`config.mk`:
```
export PLATFORM = sky130hd
export DESIGN_NAME = spy_round_controller
export DESIGN_NICKNAME = d
export VERILOG_FILES = /design/src/rtl/spy_round_controller.sv
export SDC_FILE = /design/constraint.sdc
export NUM_CORES = 1
export LEC_CHECK = 0
export CAP_MARGIN = 20
export CORE_MARGIN = 2
export CORE_UTILIZATION = 35
export CTS_CLUSTER_DIAMETER = 150
export CTS_CLUSTER_SIZE = 12
export DETAILED_ROUTE_END_ITERATION = 7
export SYNTH_ARGS = -nofsm -noshare
export SYNTH_HDL_FRONTEND = slang
export SYNTH_SLANG_ARGS = --single-unit
```
`constraint.sdc`:
```
create_clock -name clock -period 1.76 [get_ports clock]
set_input_delay 0.176 -clock clock [delete_from_list [all_inputs] [get_ports clock]]
set_output_delay 0.176 -clock clock [all_outputs]
set_load 0.01 [all_outputs]
```
`src/rtl/spy_round_controller.sv`:
```
// Round sequencer for the two-player code-guessing game: P1 code entry, P2 timed guessing, scoring, game end.
// Optional `SPY_PAUSE_EN adds a level pause input that freezes GUESS/RETRY/RESULT.
module spy_round_controller #(
    parameter int CODE_W      = 20,
    parameter int TIME_LIMIT  = 30,
    parameter int MAX_TRIES   = 3,
    parameter int ROUNDS      = 5,
    parameter int RESULT_HOLD = 3
) (
    input  logic              clock,
    input  logic              resetn,
    input  logic              tick,
    input  logic              start,
    input  logic              p1_done,
    input  logic [CODE_W-1:0] p1_value,
    input  logic              p2_done,
    input  logic              p2_correct,
`ifdef SPY_PAUSE_EN
    input  logic              pause,
`endif
    output logic [CODE_W-1:0] code_out,
    output logic              p1_enable,
    output logic              p2_enable,
    output logic              p2_clear,
    output logic [7:0]        time_left,
    output logic [3:0]        tries_left,
    output logic [3:0]        round_num,
    output logic [3:0]        p1_score,
    output logic [3:0]        p2_score,
    output logic              round_win,
    output logic              round_lose,
    output logic              game_over,
    output logic [1:0]        winner,
    output logic [2:0]        state
);

    typedef enum logic [2:0] {
        IDLE     = 3'd0,
        P1_ENTRY = 3'd1,
        ARM      = 3'd2,
        GUESS    = 3'd3,
        RETRY    = 3'd4,
        RESULT   = 3'd5,
        OVER     = 3'd6
    } state_t;

    localparam logic [7:0] TIME_INIT  = 8'(TIME_LIMIT);
    localparam logic [3:0] TRIES_INIT = 4'(MAX_TRIES);
    localparam logic [3:0] HOLD_INIT  = 4'(RESULT_HOLD);
    localparam logic [3:0] LAST_ROUND = 4'(ROUNDS - 1);

    state_t            state_q, state_d;
    logic [CODE_W-1:0] code_q, code_d;
    logic [7:0]        time_q, time_d;
    logic [3:0]        tries_q, tries_d;
    logic [3:0]        round_q, round_d;
    logic [3:0]        p1s_q, p1s_d;
    logic [3:0]        p2s_q, p2s_d;
    logic [3:0]        hold_q, hold_d;
    logic              win_q, win_d;
    logic              lose_q, lose_d;
    logic [1:0]        winner_q, winner_d;

    logic paused;
    logic do_timer;
    logic lose_round;

`ifdef SPY_PAUSE_EN
    assign paused = pause && (state_q == GUESS || state_q == RETRY || state_q == RESULT);
`else
    assign paused = 1'b0;
`endif

    function automatic logic [3:0] sat_inc(input logic [3:0] v);
        return (v == 4'hF) ? v : v + 4'd1;
    endfunction

    always_comb begin
        state_d    = state_q;
        code_d     = code_q;
        time_d     = time_q;
        tries_d    = tries_q;
        round_d    = round_q;
        p1s_d      = p1s_q;
        p2s_d      = p2s_q;
        hold_d     = hold_q;
        win_d      = win_q;
        lose_d     = lose_q;
        winner_d   = winner_q;
        do_timer   = 1'b0;
        lose_round = 1'b0;

        case (state_q)
            IDLE: begin
                if (start) begin
                    state_d = P1_ENTRY;
                    p1s_d   = 4'd0;
                    p2s_d   = 4'd0;
                    round_d = 4'd0;
                end
            end
            P1_ENTRY: begin
                if (p1_done) begin
                    code_d  = p1_value;
                    state_d = ARM;
                end
            end
            ARM: begin
                time_d  = TIME_INIT;
                tries_d = TRIES_INIT;
                state_d = GUESS;
            end
            GUESS: begin
                if (!paused) begin
                    // A guess wins the cycle; a coincident tick is dropped.
                    if (p2_done) begin
                        if (p2_correct) begin
                            p2s_d   = sat_inc(p2s_q);
                            win_d   = 1'b1;
                            hold_d  = HOLD_INIT;
                            state_d = RESULT;
                        end else if (tries_q <= 4'd1) begin
                            tries_d    = 4'd0;
                            lose_round = 1'b1;
                        end else begin
                            tries_d = tries_q - 4'd1;
                            state_d = RETRY;
                        end
                    end else begin
                        do_timer = tick;
                    end
                end
            end
            RETRY: begin
                if (!paused) begin
                    state_d  = GUESS;
                    do_timer = tick;
                end
            end
            RESULT: begin
                if (!paused && tick) begin
                    if (hold_q <= 4'd1) begin
                        hold_d = 4'd0;
                        win_d  = 1'b0;
                        lose_d = 1'b0;
                        if (round_q == LAST_ROUND) begin
                            state_d = OVER;
                            if (p1s_q > p2s_q)      winner_d = 2'b01;
                            else if (p2s_q > p1s_q) winner_d = 2'b10;
                            else                    winner_d = 2'b11;
                        end else begin
                            round_d = round_q + 4'd1;
                            state_d = P1_ENTRY;
                        end
                    end else begin
                        hold_d = hold_q - 4'd1;
                    end
                end
            end
            OVER: begin
                if (start) begin
                    p1s_d    = 4'd0;
                    p2s_d    = 4'd0;
                    round_d  = 4'd0;
                    winner_d = 2'b00;
                    state_d  = P1_ENTRY;
                end
            end
            default: state_d = IDLE;
        endcase

        // Countdown shared by GUESS and RETRY; expiry overrides the RETRY->GUESS hop.
        if (do_timer) begin
            if (time_q <= 8'd1) begin
                time_d     = 8'd0;
                lose_round = 1'b1;
            end else begin
                time_d = time_q - 8'd1;
            end
        end

        if (lose_round) begin
            p1s_d   = sat_inc(p1s_q);
            lose_d  = 1'b1;
            hold_d  = HOLD_INIT;
            state_d = RESULT;
        end
    end

    always_ff @(posedge clock) begin
        if (!resetn) begin
            state_q  <= IDLE;
            code_q   <= '0;
            time_q   <= 8'd0;
            tries_q  <= 4'd0;
            round_q  <= 4'd0;
            p1s_q    <= 4'd0;
            p2s_q    <= 4'd0;
            hold_q   <= 4'd0;
            win_q    <= 1'b0;
            lose_q   <= 1'b0;
            winner_q <= 2'b00;
        end else begin
            state_q  <= state_d;
            code_q   <= code_d;
            time_q   <= time_d;
            tries_q  <= tries_d;
            round_q  <= round_d;
            p1s_q    <= p1s_d;
            p2s_q    <= p2s_d;
            hold_q   <= hold_d;
            win_q    <= win_d;
            lose_q   <= lose_d;
            winner_q <= winner_d;
        end
    end

    assign state      = state_q;
    assign code_out   = code_q;
    assign time_left  = time_q;
    assign tries_left = tries_q;
    assign round_num  = round_q;
    assign p1_score   = p1s_q;
    assign p2_score   = p2s_q;
    assign round_win  = win_q;
    assign round_lose = lose_q;
    assign winner     = winner_q;
    assign p1_enable  = (state_q == P1_ENTRY);
    assign p2_enable  = (state_q == GUESS) && !paused;
    assign p2_clear   = (state_q == ARM) || (state_q == RETRY);
    assign game_over  = (state_q == OVER);

endmodule

```
==> flow_summary_export.csv, run 1 <==
group,metric,value,unit
clocking,clockRootBuffer,"clkbuf_8",
drt,first_iter_violations,82,
power,vdd_drop_max,388,uV
logic_synthesis,synth_top_family_by_area,"compound AO/OA/AOI/OAI gates",
critical_path,worstPathArrival,2.00,ns
cells_and_area,layout-drive-gt1-share,0.208,
critical_path,critPathLaunchType,"flip-flop",
logic_synthesis,async_flop_share,0,
logic_synthesis,synth_compound_area_frac,0.251,
logic_synthesis,synth-edff-count,0,
clocking,cts_buffers,5,
logic_synthesis,ys.flop_type,"dfxtp_1",
sta,maxSlewHeadroom,0.743,
global_routing,gr-total-overflow,0,
cells_and_area,multi_input_area,0.00175,sq mm
critical_path,r2r_start,"state[2]",
drt,via_per_inst,5.00,
sta,rsz0062_at_grt,"yes",
placement,numPortBuffers,81,
worst_hold_path,holdPathEnd,"code_out[2]",
critical_path,worstReg2RegEnd,"p1_score[0]",
global_routing,antenna_found_initial,0,
worst_hold_path,whs_path_depth,3,
cells_and_area,regArea,0.00112,sq mm
clocking,htree_levels,2,
floorplan,die_h,95.3,um
power,power.leakage,1.74,nW
clocking,clk-insertion-delay-late,0.32,ns
sta,setup_viol,0,
critical_path,worstSetupEndpointType,"flip-flop",
critical_path,cp.required,2.01,ns
global_routing,grt_max_degree,30,
logic_synthesis,syn_inst,352,
worst_hold_path,hp-start,"p1_value[2]",
logic_synthesis,synth_cell_types,52,
critical_path,rr_worst_depth,5,
floorplan,die_w,95.3,um
floorplan,coreArea,0.00813,sq mm
floorplan,std_cell_rows,33,
critical_path,r2r_slack,0.01,ns
drt,drtPass1Iterations,4,
clocking,path_clk_slew,0.11,ns
logic_synthesis,ys_seq_elements,55,
sta,hold_viol_final,0,
global_routing,use_met3,0.0435,
drt,wirelength,7900,um
placement,place.detailed.hpwl,5970,um
cells_and_area,antennaDiodeCount,0,
sta,finalCritPeriodShare,0.994,
global_routing,busiest_layer,"met2",
global_routing,grt_util_met2,0.295,
logic_synthesis,synthMuxAreaShare,0.0103,
drt,ant_nets,0,
logic_synthesis,synthesis.area,0.00292,sq mm
outcome,status,"completed",
logic_synthesis,synth_seq_area_share,0.378,
global_routing,grt_util_all_layers,0.179,
cells_and_area,stdcell_area,0.00444,sq mm
sta,tightest_slew,0.382,ns
cells_and_area,fillers,788,
sta,skew,0.00847,ns
global_routing,grt_pass1_wl,13100,um
sta,slew_violations,0,
critical_path,critPathKind,"reg -> reg",
drt,vias,2976,
critical_path,crit_fanout,8,
cells_and_area,stdcell_count,595,
global_routing,grt_pass1_vias,2859,
sta,period_needed,1.75,ns
logic_synthesis,synth_warnings,0,
logic_synthesis,synth_fp_nets,393,
clocking,ctsLongestPathBuffers,2,
logic_synthesis,synth_area_leaders,"dfxtp_1 38%, a21boi_0 7.7%, nand2_1 6.6%",
logic_synthesis,synth_fa_ha_area_frac,0.0601,
logic_synthesis,syn_area_per_cell,8.28,sq um
floorplan,dieArea,0.00908,sq mm
power,power.total,5.48,mW
sta,timing.fmax,572,MHz
job,max_cap_violations,0,
drt,routedWlPerCell,13.3,um
cells_and_area,syn2layout_area_growth,52.3,%
clocking,cts_tree,"built",
power,power_density,1230,mW/mm^2
clocking,cts_num_sinks,55,
worst_hold_path,hold_path_class,"in -> reg",
cells_and_area,nets,530,
logic_synthesis,yosysTopAreaCell,"dfxtp_1",
placement,dpl-instance-area,0.00426,sq mm
logic_synthesis,synth_top_area_frac,0.378,
logic_synthesis,synth-simple-area-share,0.242,
drt,remaining_drc_errors,0,
floorplan,num_io_pins,82,
placement,placedCellCount,585,
logic_synthesis,synth_xor_area_frac,0.0180,
placement,gp_congestion,0.802,
global_routing,globalRouteMet1Util,0.237,
floorplan,floorplan.initialDensity,0.358,
per-stage QoR:
| step | hold slack (ns) | worst slack [ns] | utilization | TNS [ns] |
|---|---|---|---|---|
| after global routing | 0.401 | -0.0815 | 0.546 | -0.328 |
| after global placement | 0.449 | -0.210 | 0.524 | -1.92 |
| after detailed placement | 0.457 | -0.240 | 0.524 | -2.54 |
| after floorplan | 0.321 | 0.0107 | - | 0 |
| after CTS | 0.395 | -0.00262 | 0.537 | -0.00262 |
| final | 0.401 | 0.0108 | 0.546 | 0 |
cells in the final DEF, fill, tap and decap left out, types with 4 or more instances in the layout:
cell type	Yosys	routed
nand3_1	9	8
clkdlybuf4s50_1	0	77
a21o_1	5	5
nand2_1	51	51
or3_1	4	4
inv_1	17	17
a21oi_1	16	16
buf_4	0	62
dfxtp_2	0	5
nand4_1	4	4
nor3_1	10	8
nor2b_1	4	4
a21boi_0	30	28
nor2_1	20	19
dlygate4sd2_1	0	4
dfxtp_1	55	47
xor2_1	4	4
and2_1	4	4
ha_1	14	13
nand3b_1	5	5
nand2b_1	7	7
o21ai_0	25	22
clkbuf_8	0	5
state kept, by name (all words and copies together), names as in the netlist:
signal	count
code_out	20
hold_q	4
p1_score	4
p2_score	4
round_lose	1
round_num	4
round_win	1
state	3
time_left	8
tries_left	4
winner	2
how the worst max path moves through the flow:
stage / endpoint / from / depth (start not counted)
floorplan: state[2] / state[2] / 6
global placement: p1_score[3] / p2_correct / 6
detailed placement: p1_score[3] / p2_correct / 6
CTS: state[1] / state[0] / 6
global route: p1_score[0] / tries_left[0] / 7
finish: p1_score[0] / state[2] / 5
layout make-up:
type,instances,share of cell area
Tap cell,105,0.0296
Timing Repair Buffer,144,0.287
Clock buffer,5,0.0155
Clock inverter,3,0.00592
Multi-Input combinational cell,266,0.395
Inverter,17,0.0144
Sequential cell,55,0.252
synthesized netlist by cell type, drive strengths merged (2+ instances only):
cell type and number:
dfxtp 55, nand2 51, a21boi 31, o21ai 26, nor2 20, inv 17
a21oi 16, ha 14, clkbuf 10, nor3 10, nand3 9, nand2b 7
nand3b 6, a21o 5, a31oi 4, and2 4, buf 4, nand4 4
nor2b 4, nor3b 4, nor4 4, or3 4, xor2 4, a311oi 3
and3 3, mux2i 3, o211ai 3, o21a 3, a211o 2, a211oi 2
or2 2, or4 2, xnor2 2
repair_timing:
action / CTS / global route
gates resized for setup: 14 / 21
setup buffers: 0 / 2
endpoints found under the setup margin: 19 / 25
hold buffers: 0 / 0
pin swaps: 0 / 2
worst max-delay path, stage by stage, from the launching register on:
cell and delay (ns):
dfxtp_4 0.39, nand3b_4 0.19, or4_4 0.55, a21boi_4 0.19, a31oi_4 0.19, mux2i_1 0.19
power by group:
group          leakage (nW)  internal (mW)  switching [mW]
Combinational          1.24           1.54            1.47
Sequential            0.451           1.49           0.214
Clock                0.0491          0.294           0.461
Total                  1.74           3.33            2.15
logic make-up (layout without fill, tap and decap cells):
logic type	Yosys count	count (layout)
DFF	55	55
muxes	3	3
and+or+nand+nor	138	138
adders and majority gates	14	14
buffers and inverters	31	169
AOI/OAI and AO/OA	105	105
xor gates and xnor gates	6	6
metal layers:
layer  share of wire  wire (um)
met1            0.48       3830
met2            0.46       3650
met3           0.044        344
met4          0.0095         75
met5               0          0
Note: power is estimated with default switching activity, not from simulation.
==> inputs of run 2 (changes only) <==
- TNS_END_PERCENT: unset -> 20
==> flow_summary_export.csv, run 2 (synthesized netlist as in run 1, its figures left out) <==
group,metric,value,unit
critical_path,crit_cells,5,
floorplan,num_io_pins,82,
clocking,clk-insertion-delay-late,0.32,ns
sta,tightest_slew,0.376,ns
critical_path,worstPathArrival,2.00,ns
critical_path,cp_top_family,"simple AND/OR/NAND/NOR gates",
placement,dpl-instance-area,0.00426,sq mm
floorplan,die_h,95.3,um
cells_and_area,syn2layout_area_growth,51.5,%
floorplan,coreArea,0.00813,sq mm
cells_and_area,utilization,0.543,
clocking,cts_buffers,5,
placement,place_ws,-0.240,ns
drt,first_iter_violations,89,
cells_and_area,nets,528,
sta,fin_ws,0.0119,ns
job,max_cap_violations,0,
global_routing,grt_pass1_wl,13100,um
sta,maxSlewHeadroom,0.747,
drt,vias,2963,
cells_and_area,antennaDiodeCount,0,
clocking,cts_tree,"built",
floorplan,floorplan.initialDensity,0.358,
power,power_density,1230,mW/mm^2
worst_hold_path,whs_path_depth,3,
sta,fin_setup_tns,0,ns
critical_path,cp.required,2.01,ns
floorplan,std_cell_rows,33,
drt,drtPass1Iterations,4,
cells_and_area,layout-drive-gt1-share,0.201,
cells_and_area,fillers,790,
sta,setup_viol,0,
drt,via_per_inst,5.00,
sta,skew,0.00863,ns
sta,timing.fmax,572,MHz
critical_path,slowest_stage,"or4_4",
drt,ant_nets,0,
global_routing,grt_max_degree,30,
global_routing,grt_pass1_vias,2859,
clocking,hold_buffers,0,
critical_path,critPathKind,"reg -> reg",
global_routing,grt_util_all_layers,0.179,
critical_path,crit_buf_inv,0,
drt,wirelength,7830,um
critical_path,worstSetupEndpointType,"flip-flop",
clocking,cts_setup_buffers,0,
global_routing,antenna_found_initial,0,
clocking,path_clk_slew,0.11,ns
placement,gp_congestion,0.802,
cells_and_area,final_common_cell,"clkdlybuf4s50_1",
cells_and_area,stdcell_area,0.00442,sq mm
sta,period_needed,1.75,ns
critical_path,cp_cell_sequence,"nand3b_4 -> or4_4 -> a21boi_4 -> a31oi_4 -> mux2i_1",
sta,finalCritPeriodShare,0.993,
clocking,clockRootBuffer,"clkbuf_8",
cells_and_area,largest_reg_flops,20,
power,power.leakage,1.72,nW
sta,hold_viol_final,0,
critical_path,rr_worst_depth,5,
clocking,htree_levels,2,
floorplan,dieArea,0.00908,sq mm
cells_and_area,layout_common_cells,"77 x clkdlybuf4s50_1, 61 x buf_4, 51 x nand2_1, 48 x dfxtp_1, 28 x a21boi_0",
critical_path,cp_slowest_stage_delay,0.55,ns
drt,remaining_drc_errors,0,
sta,rsz0062_at_grt,"yes",
sta,slew_violations,0,
global_routing,gr-total-overflow,0,
placement,place.detailed.hpwl,5970,um
outcome,status,"completed",
worst_hold_path,hold_path_class,"in -> reg",
critical_path,crit_fanout,8,
critical_path,critPathLaunchType,"flip-flop",
drt,routedWlPerCell,13.2,um
clocking,ctsLongestPathBuffers,2,
power,vdd_drop_max,388,uV
clocking,cts_num_sinks,55,
placement,numPortBuffers,81,
floorplan,die_w,95.3,um
[run 2: changes by cell type in the layout (fill, tap and decap cells not counted), sizes merged]
cell / change
buf: -1
clkbuf: -1
[run 2: metrics by stage]
| stage | std cells | hold WS (ns) | total power, mW |
|---|---|---|---|
| after floorplan | 352 | 0.321 | 3.22 |
| after global placement | 585 | 0.449 | 4.59 |
| after detailed placement | 585 | 0.457 | 4.62 |
| after CTS | 593 | 0.395 | 5.38 |
| after global routing | 593 | 0.401 | 5.85 |
| final | 593 | 0.400 | 5.43 |
[run 2: final timing paths]
check,start,end,slack [ns]
max,state[2],p1_score[0],0.01
min,p1_value[2],code_out[2],0.40
max reg2reg,state[2],p1_score[0],0.01
min reg2reg,code_out[12],code_out[12],0.47
[run 2: worst min-delay path: cells and delay by family]
kind                   cells  cell delay (ns)
AO/OA/AOI/OAI              1             0.06
buffers and inverters      1             0.39
AND/OR/NAND/NOR            1             0.05
[run 2: cell type report]
| class | instances | area (sq um) | area share |
|---|---|---|---|
| timing repair buffer | 142 | 1260 | 0.286 |
| inverter | 17 | 63.8 | 0.0144 |
| tap | 105 | 131 | 0.0297 |
| clock inverter | 3 | 26.3 | 0.00595 |
| clock buffer | 5 | 68.8 | 0.0156 |
| multi-input combinational | 266 | 1750 | 0.396 |
| sequential | 55 | 1110 | 0.252 |
[run 2: per-layer routing]
layer | wire length [um] | track usage | part of all wire
met5 | 0 | 0 | 0
met4 | 75 | 0.0423 | 0.0096
met3 | 354 | 0.0435 | 0.045
met2 | 3600 | 0.295 | 0.46
met1 | 3800 | 0.237 | 0.49
[run 2: power by group]
group | internal, mW | switching, mW | leakage (nW)
clock network | 0.294 | 0.460 | 0.0491
registers | 1.49 | 0.224 | 0.450
logic | 1.52 | 1.44 | 1.23
[run 2: repair_timing]
action / CTS / global route
resized for setup: 14 / 17
endpoints found under the hold margin: 0 / 0
endpoints found under the setup margin: 19 / 25
pin swaps: 0 / 2
